### config.mk
export PLATFORM = sky130hd
export DESIGN_NAME = fifo_rd_ctrl
export DESIGN_NICKNAME = d
export VERILOG_FILES = /design/src/rtl/fifo_rd_ctrl.sv
export SDC_FILE = /design/constraint.sdc
export NUM_CORES = 1
export LEC_CHECK = 0
export ABC_AREA = 1
export CAP_MARGIN = 25
export CORE_ASPECT_RATIO = 1.4
export CORE_MARGIN = 1.5
export CORE_UTILIZATION = 43
export CTS_CLUSTER_SIZE = 25
export DETAILED_ROUTE_END_ITERATION = 16
export PLACE_DENSITY = 0.77
export SLEW_MARGIN = 20
export SYNTH_ARGS = -nofsm -noshare
export SYNTH_HDL_FRONTEND = slang
export SYNTH_SLANG_ARGS = --single-unit
### constraint.sdc
create_clock -name clk -period 2.5 [get_ports clk]
set_input_delay 0.625 -clock clk [delete_from_list [all_inputs] [get_ports clk]]
set_output_delay 0.625 -clock clk [all_outputs]
set_load 0.02 [all_outputs]
### src/rtl/fifo_rd_ctrl.sv
// Read-side controller for the synchronous FIFO: credit-gated fifo_rd_en feeding a 2-entry skid
// buffer on a valid/ready stream. Define FIFO_RD_CTRL_STATS_EN to build rd_count/err_count.
module fifo_rd_ctrl #(
  parameter int unsigned FIFO_WIDTH = 16,
  parameter int unsigned CNT_WIDTH  = 16
) (
  input  logic                  clk,
  input  logic                  rst_n,
  input  logic                  enable,
  input  logic [FIFO_WIDTH-1:0] fifo_data_out,
  input  logic                  fifo_empty,
  input  logic                  fifo_underflow,
  output logic                  fifo_rd_en,
  output logic [FIFO_WIDTH-1:0] m_data,
  output logic                  m_valid,
  input  logic                  m_ready,
  output logic                  busy,
  output logic [CNT_WIDTH-1:0]  rd_count,
  output logic [CNT_WIDTH-1:0]  err_count
);

  typedef enum logic [1:0] {
    StIdle   = 2'd0,
    StActive = 2'd1,
    StDrain  = 2'd2
  } state_e;

  state_e                state_q;
  logic                  busy_q;
  logic                  inflight_q;
  logic [1:0]            buf_cnt_q, buf_cnt_d;
  logic [FIFO_WIDTH-1:0] buf0_q, buf0_d;
  logic [FIFO_WIDTH-1:0] buf1_q, buf1_d;

  logic       pop;
  logic       push;
  logic [1:0] credit_occ;
  logic       drain_done;

  assign m_valid = (buf_cnt_q != 2'd0);
  assign m_data  = buf0_q;
  assign busy    = busy_q;

  assign pop  = m_valid && m_ready;
  assign push = inflight_q && !fifo_underflow;

  // Occupancy once the in-flight word lands and this cycle's pop leaves; max value 3 fits 2 bits.
  assign credit_occ = buf_cnt_q + {1'b0, inflight_q} - {1'b0, pop};
  assign fifo_rd_en = (state_q == StActive) && enable && !fifo_empty && (credit_occ < 2'd2);

  // Empty after this edge: nothing in flight and the last buffered word (if any) pops now.
  assign drain_done = !inflight_q && (buf_cnt_q == {1'b0, pop});

  always_comb begin
    buf0_d    = buf0_q;
    buf1_d    = buf1_q;
    buf_cnt_d = buf_cnt_q;
    case ({push, pop})
      2'b10: begin
        if (buf_cnt_q == 2'd0) begin
          buf0_d = fifo_data_out;
        end else begin
          buf1_d = fifo_data_out;
        end
        buf_cnt_d = buf_cnt_q + 2'd1;
      end
      2'b01: begin
        buf0_d    = buf1_q;
        buf_cnt_d = buf_cnt_q - 2'd1;
      end
      2'b11: begin
        if (buf_cnt_q == 2'd1) begin
          buf0_d = fifo_data_out;
        end else begin
          buf0_d = buf1_q;
          buf1_d = fifo_data_out;
        end
      end
      default: ;
    endcase
  end

  always_ff @(posedge clk or negedge rst_n) begin
    if (!rst_n) begin
      inflight_q <= 1'b0;
      buf_cnt_q  <= 2'd0;
      buf0_q     <= '0;
      buf1_q     <= '0;
    end else begin
      inflight_q <= fifo_rd_en;
      buf_cnt_q  <= buf_cnt_d;
      buf0_q     <= buf0_d;
      buf1_q     <= buf1_d;
    end
  end

  always_ff @(posedge clk or negedge rst_n) begin
    if (!rst_n) begin
      state_q <= StIdle;
      busy_q  <= 1'b0;
    end else begin
      case (state_q)
        StIdle: begin
          if (enable) begin
            state_q <= StActive;
            busy_q  <= 1'b1;
          end
        end
        StActive: begin
          if (!enable) begin
            if (m_valid || inflight_q) begin
              state_q <= StDrain;
            end else begin
              state_q <= StIdle;
              busy_q  <= 1'b0;
            end
          end
        end
        StDrain: begin
          if (enable) begin
            state_q <= StActive;
          end else if (drain_done) begin
            state_q <= StIdle;
            busy_q  <= 1'b0;
          end
        end
        default: begin
          state_q <= StIdle;
          busy_q  <= 1'b0;
        end
      endcase
    end
  end

`ifdef FIFO_RD_CTRL_STATS_EN
  logic [CNT_WIDTH-1:0] rd_count_q;
  logic [CNT_WIDTH-1:0] err_count_q;

  always_ff @(posedge clk or negedge rst_n) begin
    if (!rst_n) begin
      rd_count_q  <= '0;
      err_count_q <= '0;
    end else begin
      if (pop) begin
        rd_count_q <= rd_count_q + CNT_WIDTH'(1);
      end
      if (inflight_q && fifo_underflow) begin
        err_count_q <= err_count_q + CNT_WIDTH'(1);
      end
    end
  end

  assign rd_count  = rd_count_q;
  assign err_count = err_count_q;
`else
  assign rd_count  = '0;
  assign err_count = '0;
`endif

  // Buffered plus in-flight words never exceed the two buffer slots.
  assert property (@(posedge clk) disable iff (!rst_n)
                   ({1'b0, buf_cnt_q} + {2'b00, inflight_q}) <= 3'd2);

  assert property (@(posedge clk) disable iff (!rst_n)
                   (m_valid && !m_ready) |=> (m_valid && $stable(m_data)));

endmodule
==> impl_metrics.yaml, run 1 <==
outcome:
  status: "completed"
floorplan:
  std_cell_rows: 31
  core_area_mm2: 0.00520
  pin_count: 73
  die_h_um: 90.3
  start_util_pct: 45.0
  die-area_mm2: 0.00590
  fp.dieW_um: 65.3
final_layout:
  multiInputGateArea_mm2: 0.00105
  final_area_mm2: 0.00287
  instances_no_fill: 429
  n_antenna_cell: 0
  seq_area_um2: 951
  drive_above_1_share_pct: 13.8
  fillers: 503
  nets: 390
  area_delta_synth_final_pct: 22.7
detailed_routing:
  drc: 0
  via_per_inst: 4.35
  routed.top_layer: "met4"
  vias: 1865
  met1_length_um: 1890
  route.met2.wl_um: 2530
  ant_nets: 0
  wl_met3_um: 263
  drt_iter0_markers: 52
  drt_first_pass_iters: 5
  wl_um: 4750
  routedWlPerCell_um: 11.1
placed_design:
  dp_hpwl_um: 3260
  place_inst: 419
  dpl_cell_area_mm2: 0.00274
  numPortBuffers: 40
  gp_congestion: 0.752
synthesis:
  yosys.area_share.simple_pct: 28.1
  synthMuxAreaShare_pct: 0
  ys_types: 25
  synth_top_family_by_area: "simple AND/OR/NAND/NOR gates"
  synthAdderAreaFrac_pct: 3.21
  synthTopCellsByArea: "dfrtp_1, nand2_1, buf_4"
  synth.avg_cell_area_um2: 7.55
  synth_compound_area_share_pct: 5.83
  synthXorXnorAreaFrac_pct: 1.50
  synth_top_area_cell: "dfrtp_1"
  ys_seq_area_share_pct: 40.6
  yosysWarnings: 0
  synth_top_area_share_pct: 40.6
  syn_area_mm2: 0.00234
  synth.ff_latch_count: 38
  synthCells: 310
critical_path:
  worst-path-buf-inv: 4
  max_stage_delay_ns: 0.39
  crit_type: "register to primary output"
  crit_path_max_fanout: 2
  worstSetupStartpointType: "register"
  cp-end-kind: "primary output"
  cp_data_arrival_time_ns: 1.77
  crit_slowest_cell: "dfrtp_1"
  cp.required_ns: 1.88
  cp_top_family: "flip-flops"
  cp_cell_sequence: "inv_2 > ha_4 > inv_2 > nand2_8 > inv_6 > ha_4 > xor2_1 > o21ai_1 > nand2_1 > nor2_2 > buf_6"
  r2r_setup_slack_ns: 0.60
worst_hold_path:
  hold_path.class: "primary input to asynchronous set/reset pin"
power_and_ir_drop:
  power_density_mw_per_mm2: 1060
  p_sw_share_pct: 40.9
  switching_power_mw: 1.25
  p_clk_share_pct: 14.2
  p_leak_nw: 1.54
  p_comb_share_pct: 51.9
  pwr-share-seq_pct: 33.9
  fin_total_pwr_mw: 3.05
  p_int_mw: 1.80
  ir_worst_vdd_mv: 0.552
global_routing:
  overflow: 0
  grt_first_pass_wirelength_um: 8060
  grt_max_degree: 39
  antenna_found_initial: 0
  grt_pass1_vias: 1812
  groute.usage.overall_pct: 17.3
cts:
  cts_made_buffers: 5
  cts.path.max_buffers: 2
  clock-root-buffer: "clkbuf_8"
  clk_latency_ns: 0.29
  cts-htree-levels: 2
  path_clk_slew_ns: 0.07
  clock_sinks: 38
  tritoncts: "done"
timing:
  period_minus_slack_ns: 2.40
  final-setup-viol-count: 0
  holdWs_ns: 0.430
  slew_headroom_pct: 44.3
  tightestPinTransition_ns: 0.835
  hold_viol_final: 0
  finalSetupTns_ns: 0
  max_clock_freq_mhz: 417
  maxSlewViolCount: 0
  fin_skew_ns: 0.00613
  period_share_pct: 95.9
job:
  maxCapViolCount: 0
-- timing repair --
| action | in CTS | in global routing |
|---|---|---|
| endpoints found under the setup margin | 1 | 1 |
| resized for setup | 9 | 5 |
| buffers inserted | 0 | 2 |
| hold buffers | 0 | 0 |
| pin swaps | 0 | 4 |
-- power by group through the flow --
stage	combinational, mW	clock [mW]	sequential (mW)
after floorplan	0.860	0	1.17
after global placement	1.47	0	1.03
after detailed placement	1.51	0	1.04
after CTS	1.53	0.450	1.04
after global routing	1.78	0.466	1.07
final	1.59	0.433	1.04
-- area by class of cell --
class	instances	area share, %
Multi-Input combinational cell	220	36.6
Sequential cell	38	33.1
Timing Repair Buffer	54	18.3
Inverter	43	5.88
Clock buffer	7	3.01
Tap cell	66	2.88
Clock inverter	1	0.174
-- stage by stage --
| step | setup WS, ns | util [%] |
|---|---|---|
| final | 0.102 | 55.2 |
| after global routing | -0.00777 | 55.2 |
| after CTS | 0.0288 | 54.5 |
| after detailed placement | -0.641 | 52.7 |
| after floorplan | 0.0902 | - |
| after global placement | -0.612 | 52.7 |
-- state kept, by name, indices dropped and copies added, names as in the netlist --
| register | flops |
|---|---|
| state_q | 2 |
| buf1_q | 16 |
| buf_cnt_q | 2 |
| inflight_q | 1 |
| m_data | 16 |
| busy | 1 |
-- routing by layer --
metal  up-vias  global-route usage (%)
li1        950                       -
met1       857                    19.8
met2        53                    30.9
met3         5                    4.24
met4         0                    5.73
met5         -                       0
-- synthesized netlist by cell type --
library cell,count
inv_2,3
o211ai_2,1
clkbuf_2,1
nor2_1,23
ha_1,6
xor2_1,1
nand2_1,116
dfrtp_1,38
xnor2_1,3
a21oi_1,3
inv_6,1
nand3_1,1
nand2_4,1
inv_1,38
inv_4,1
buf_2,1
conb_1,1
o21ai_0,18
buf_12,1
nand2_2,11
buf_4,36
nor2_4,1
nand2_8,2
buf_6,1
o21bai_4,1
-- path summary, 6_finish.rpt --
kind / start / end / depth (start not counted)
min in group clk: m_data[0] / m_data[0] / 2
setup reg to reg: buf_cnt_q[1] / buf1_q[1] / 12
setup / recovery: buf_cnt_q[1] / fifo_rd_en / 11
hold / removal: rst_n / buf_cnt_q[1] / 1
max in group asynchronous: rst_n / m_data[1] / 1
hold reg to reg: m_data[0] / m_data[0] / 2
-- cell usage in the layout (no fill, tap or decap), drive strengths merged --
| cell type | n |
|---|---|
| a21oi | 3 |
| buf | 16 |
| clkbuf | 7 |
| clkdlybuf4s50 | 37 |
| clkinv | 1 |
| conb | 32 |
| dfrtp | 38 |
| dlygate4sd2 | 1 |
| ha | 6 |
| inv | 43 |
| nand2 | 130 |
| nand3 | 1 |
| nor2 | 24 |
| o211ai | 1 |
| o21ai | 18 |
| o21bai | 1 |
| xnor2 | 3 |
| xor2 | 1 |
-- cells by family after synthesis --
kind of cell / after synthesis
adders and majority gates: 6
DFF: 38
and+or+nand+nor: 155
buffers and inverters: 83
other: 1
xor gates and xnor gates: 4
AOI/OAI and AO/OA: 23
Note: power is estimated with default switching activity, not from simulation.
==> inputs of run 2 (changes only) <==
==> constraint.sdc (replaced) <==
create_clock -name clk -period 2.9 [get_ports clk]
set_input_delay 0.725 -clock clk [delete_from_list [all_inputs] [get_ports clk]]
set_output_delay 0.725 -clock clk [all_outputs]
set_load 0.02 [all_outputs]
==> impl_metrics.yaml, run 2 (synthesis results as in run 1) <==
outcome:
  status: "completed"
timing:
  rsz0062_at_grt: "false"
  final-setup-viol-count: 0
  hold_viol_final: 0
  maxSlewViolCount: 0
  max_clock_freq_mhz: 369
  fin_skew_ns: 0.00469
  layout_setup_ws_ns: 0.192
  holdWs_ns: 0.478
  slew_headroom_pct: 44.3
  period_share_pct: 93.4
  finalSetupTns_ns: 0
  period_minus_slack_ns: 2.71
  tightestPinTransition_ns: 0.836
power_and_ir_drop:
  pwr-share-seq_pct: 33.4
  p_clk_share_pct: 20.8
  switching_power_mw: 1.03
  p_int_mw: 1.64
  fin_total_pwr_mw: 2.67
  power_density_mw_per_mm2: 949
  p_comb_share_pct: 45.7
  p_leak_nw: 1.52
  p_sw_share_pct: 38.6
  ir_worst_vdd_mv: 0.494
placed_design:
  gp_congestion: 0.781
  dpl_worst_slack_ns: -0.432
  place_inst: 414
  numPortBuffers: 40
  dp_hpwl_um: 3110
global_routing:
  use_met3_pct: 3.87
  overflow: 0
  grt_max_degree: 39
  busiest_layer: "met2"
  grtUsageMet2_pct: 28.2
  grt_pass1_vias: 1735
  groute.usage.overall_pct: 16.5
  gr-usage-met1_pct: 20.1
  grt_first_pass_wirelength_um: 7670
  antenna_found_initial: 0
critical_path:
  critical_path.endpoint: "fifo_rd_en"
  path_common_cell: "ha_1"
  cp-end-kind: "primary output"
  r2r_setup_slack_ns: 0.83
  worstSetupStartpointType: "register"
  crit_path_max_fanout: 3
  startpoint: "buf_cnt_q[0]"
  cp.required_ns: 2.17
  worst-path-buf-inv: 4
  timing.rr.start: "buf_cnt_q[0]"
  cp_cell_sequence: "inv_1 > ha_1 > inv_2 > nand2_8 > inv_6 > ha_1 > o21ai_0 > nand2_1 > nor2_1 > buf_2"
  crit_type: "register to primary output"
  cp_top_family: "adder cells"
  max_stage_delay_ns: 0.41
  cp_data_arrival_time_ns: 1.98
  worstReg2RegEnd: "buf1_q[6]"
  worst-path-stages: 10
  reg2reg_depth: 12
  crit_slowest_cell: "dfrtp_1"
cts:
  cts-htree-levels: 2
  tritoncts: "done"
  clock_sinks: 38
  cts.path.max_buffers: 2
  clock-root-buffer: "clkbuf_8"
  cts_made_buffers: 5
  clk_latency_ns: 0.30
  path_clk_slew_ns: 0.07
  ctsHoldBuffers: 0
floorplan:
  die_h_um: 90.3
  start_util_pct: 45.0
  pin_count: 73
  std_cell_rows: 31
  die-area_mm2: 0.00590
  core_area_mm2: 0.00520
  fp.dieW_um: 65.3
final_layout:
  n_antenna_cell: 0
  nets: 383
  fillers: 515
  mostFrequentLayoutCells: "nand2_1, inv_1, dfrtp_1, clkdlybuf4s50_1, conb_1"
  instances_no_fill: 422
  area_delta_synth_final_pct: 20.2
  drive_above_1_share_pct: 11.0
  final_common_cell: "nand2_1"
detailed_routing:
  vias: 1796
  drc: 0
  via_per_inst: 4.26
  drt_first_pass_iters: 4
  routedWlPerCell_um: 10.4
  drt_iter0_markers: 77
  wl_um: 4400
  ant_nets: 0
job:
  maxCapViolCount: 0
worst_hold_path:
  hold_path.class: "register to register"
run 2: changes by cell type in the layout (fill, tap and decap cells not counted), sizes merged:
cell / delta
buf: -7
clkbuf: -1
clkinv: -1
bufinv: +2
run 2: what timing repair did:
item | in CTS | in global routing
setup buffers | 0 | 0
resized for setup | 5 | 0
setup endpoints to repair | 1 | 0
run 2: worst min-delay path by stage:
stage / startpoint / endpoint / slack, ns / cells past startpoint
6_report: busy / busy / 0.48 / 2
5_1_grt: busy / busy / 0.51 / 2
4_1_cts: m_data[0] / m_data[0] / 0.48 / 2
3_5_place_dp: m_data[0] / m_data[0] / 0.46 / 2
3_3_place_gp: m_data[2] / m_data[2] / 0.46 / 2
2_1_floorplan: rst_n / buf1_q[0] / 0.43 / 0
run 2: layer usage:
metal,routed length [µm],vias to the layer above
met4,68,0
met5,0,-
met1,1910,802
met2,2180,49
met3,238,6
li1,-,939
run 2: area by class of cell:
cell class / count / area (µm²) / area share, %
Tap cell: 66 / 82.6 / 2.94
Clock buffer: 6 / 82.6 / 2.94
Sequential cell: 38 / 951 / 33.8
Clock inverter: 2 / 60.1 / 2.14
Multi-Input combinational cell: 220 / 1020 / 36.4
Inverter: 43 / 169 / 6.01
Timing Repair Buffer: 47 / 442 / 15.7
run 2: power groups by stage:
stage	clock, mW	sequential, mW	combinational, mW
6_report	0.556	0.892	1.22
5_1_grt	0.585	0.924	1.37
4_1_cts	0.562	0.896	1.24
3_5_place_dp	0	0.903	1.23
3_3_place_gp	0	0.893	1.22
2_1_floorplan	0	1.01	0.741
run 2: per-stage QoR:
step / cell area (µm²) / utilization, %
final: 2810 / 54.1
after global routing: 2810 / 54.1
after CTS: 2810 / 54.1
after detailed placement: 2680 / 51.5
after global placement: 2680 / 51.5
after floorplan: 2460 / -
run 2: worst reg2reg max path: cells and delay by family (launching register included):
family                   cells  cell delay, ns
adder cells (fa/ha/maj)      2            0.46
AND/OR/NAND/NOR              3            0.29
AO/OA/AOI/OAI                2            0.19
flip-flops                   1            0.39
buffers and inverters        5            0.68
==> inputs of run 3 (changes only) <==
--- a/config.mk
+++ b/config.mk
@@ -10,8 +10,9 @@
 export CORE_ASPECT_RATIO = 1.4
 export CORE_MARGIN = 1.5
 export CORE_UTILIZATION = 43
-export CTS_CLUSTER_SIZE = 25
+export CTS_CLUSTER_SIZE = 28
 export DETAILED_ROUTE_END_ITERATION = 16
+export HOLD_SLACK_MARGIN = 0.02
 export PLACE_DENSITY = 0.77
 export SLEW_MARGIN = 20
 export SYNTH_ARGS = -nofsm -noshare
==> results of run 3 <==
Same layout as run 2: the final DEF is identical, and so are final timing and power.
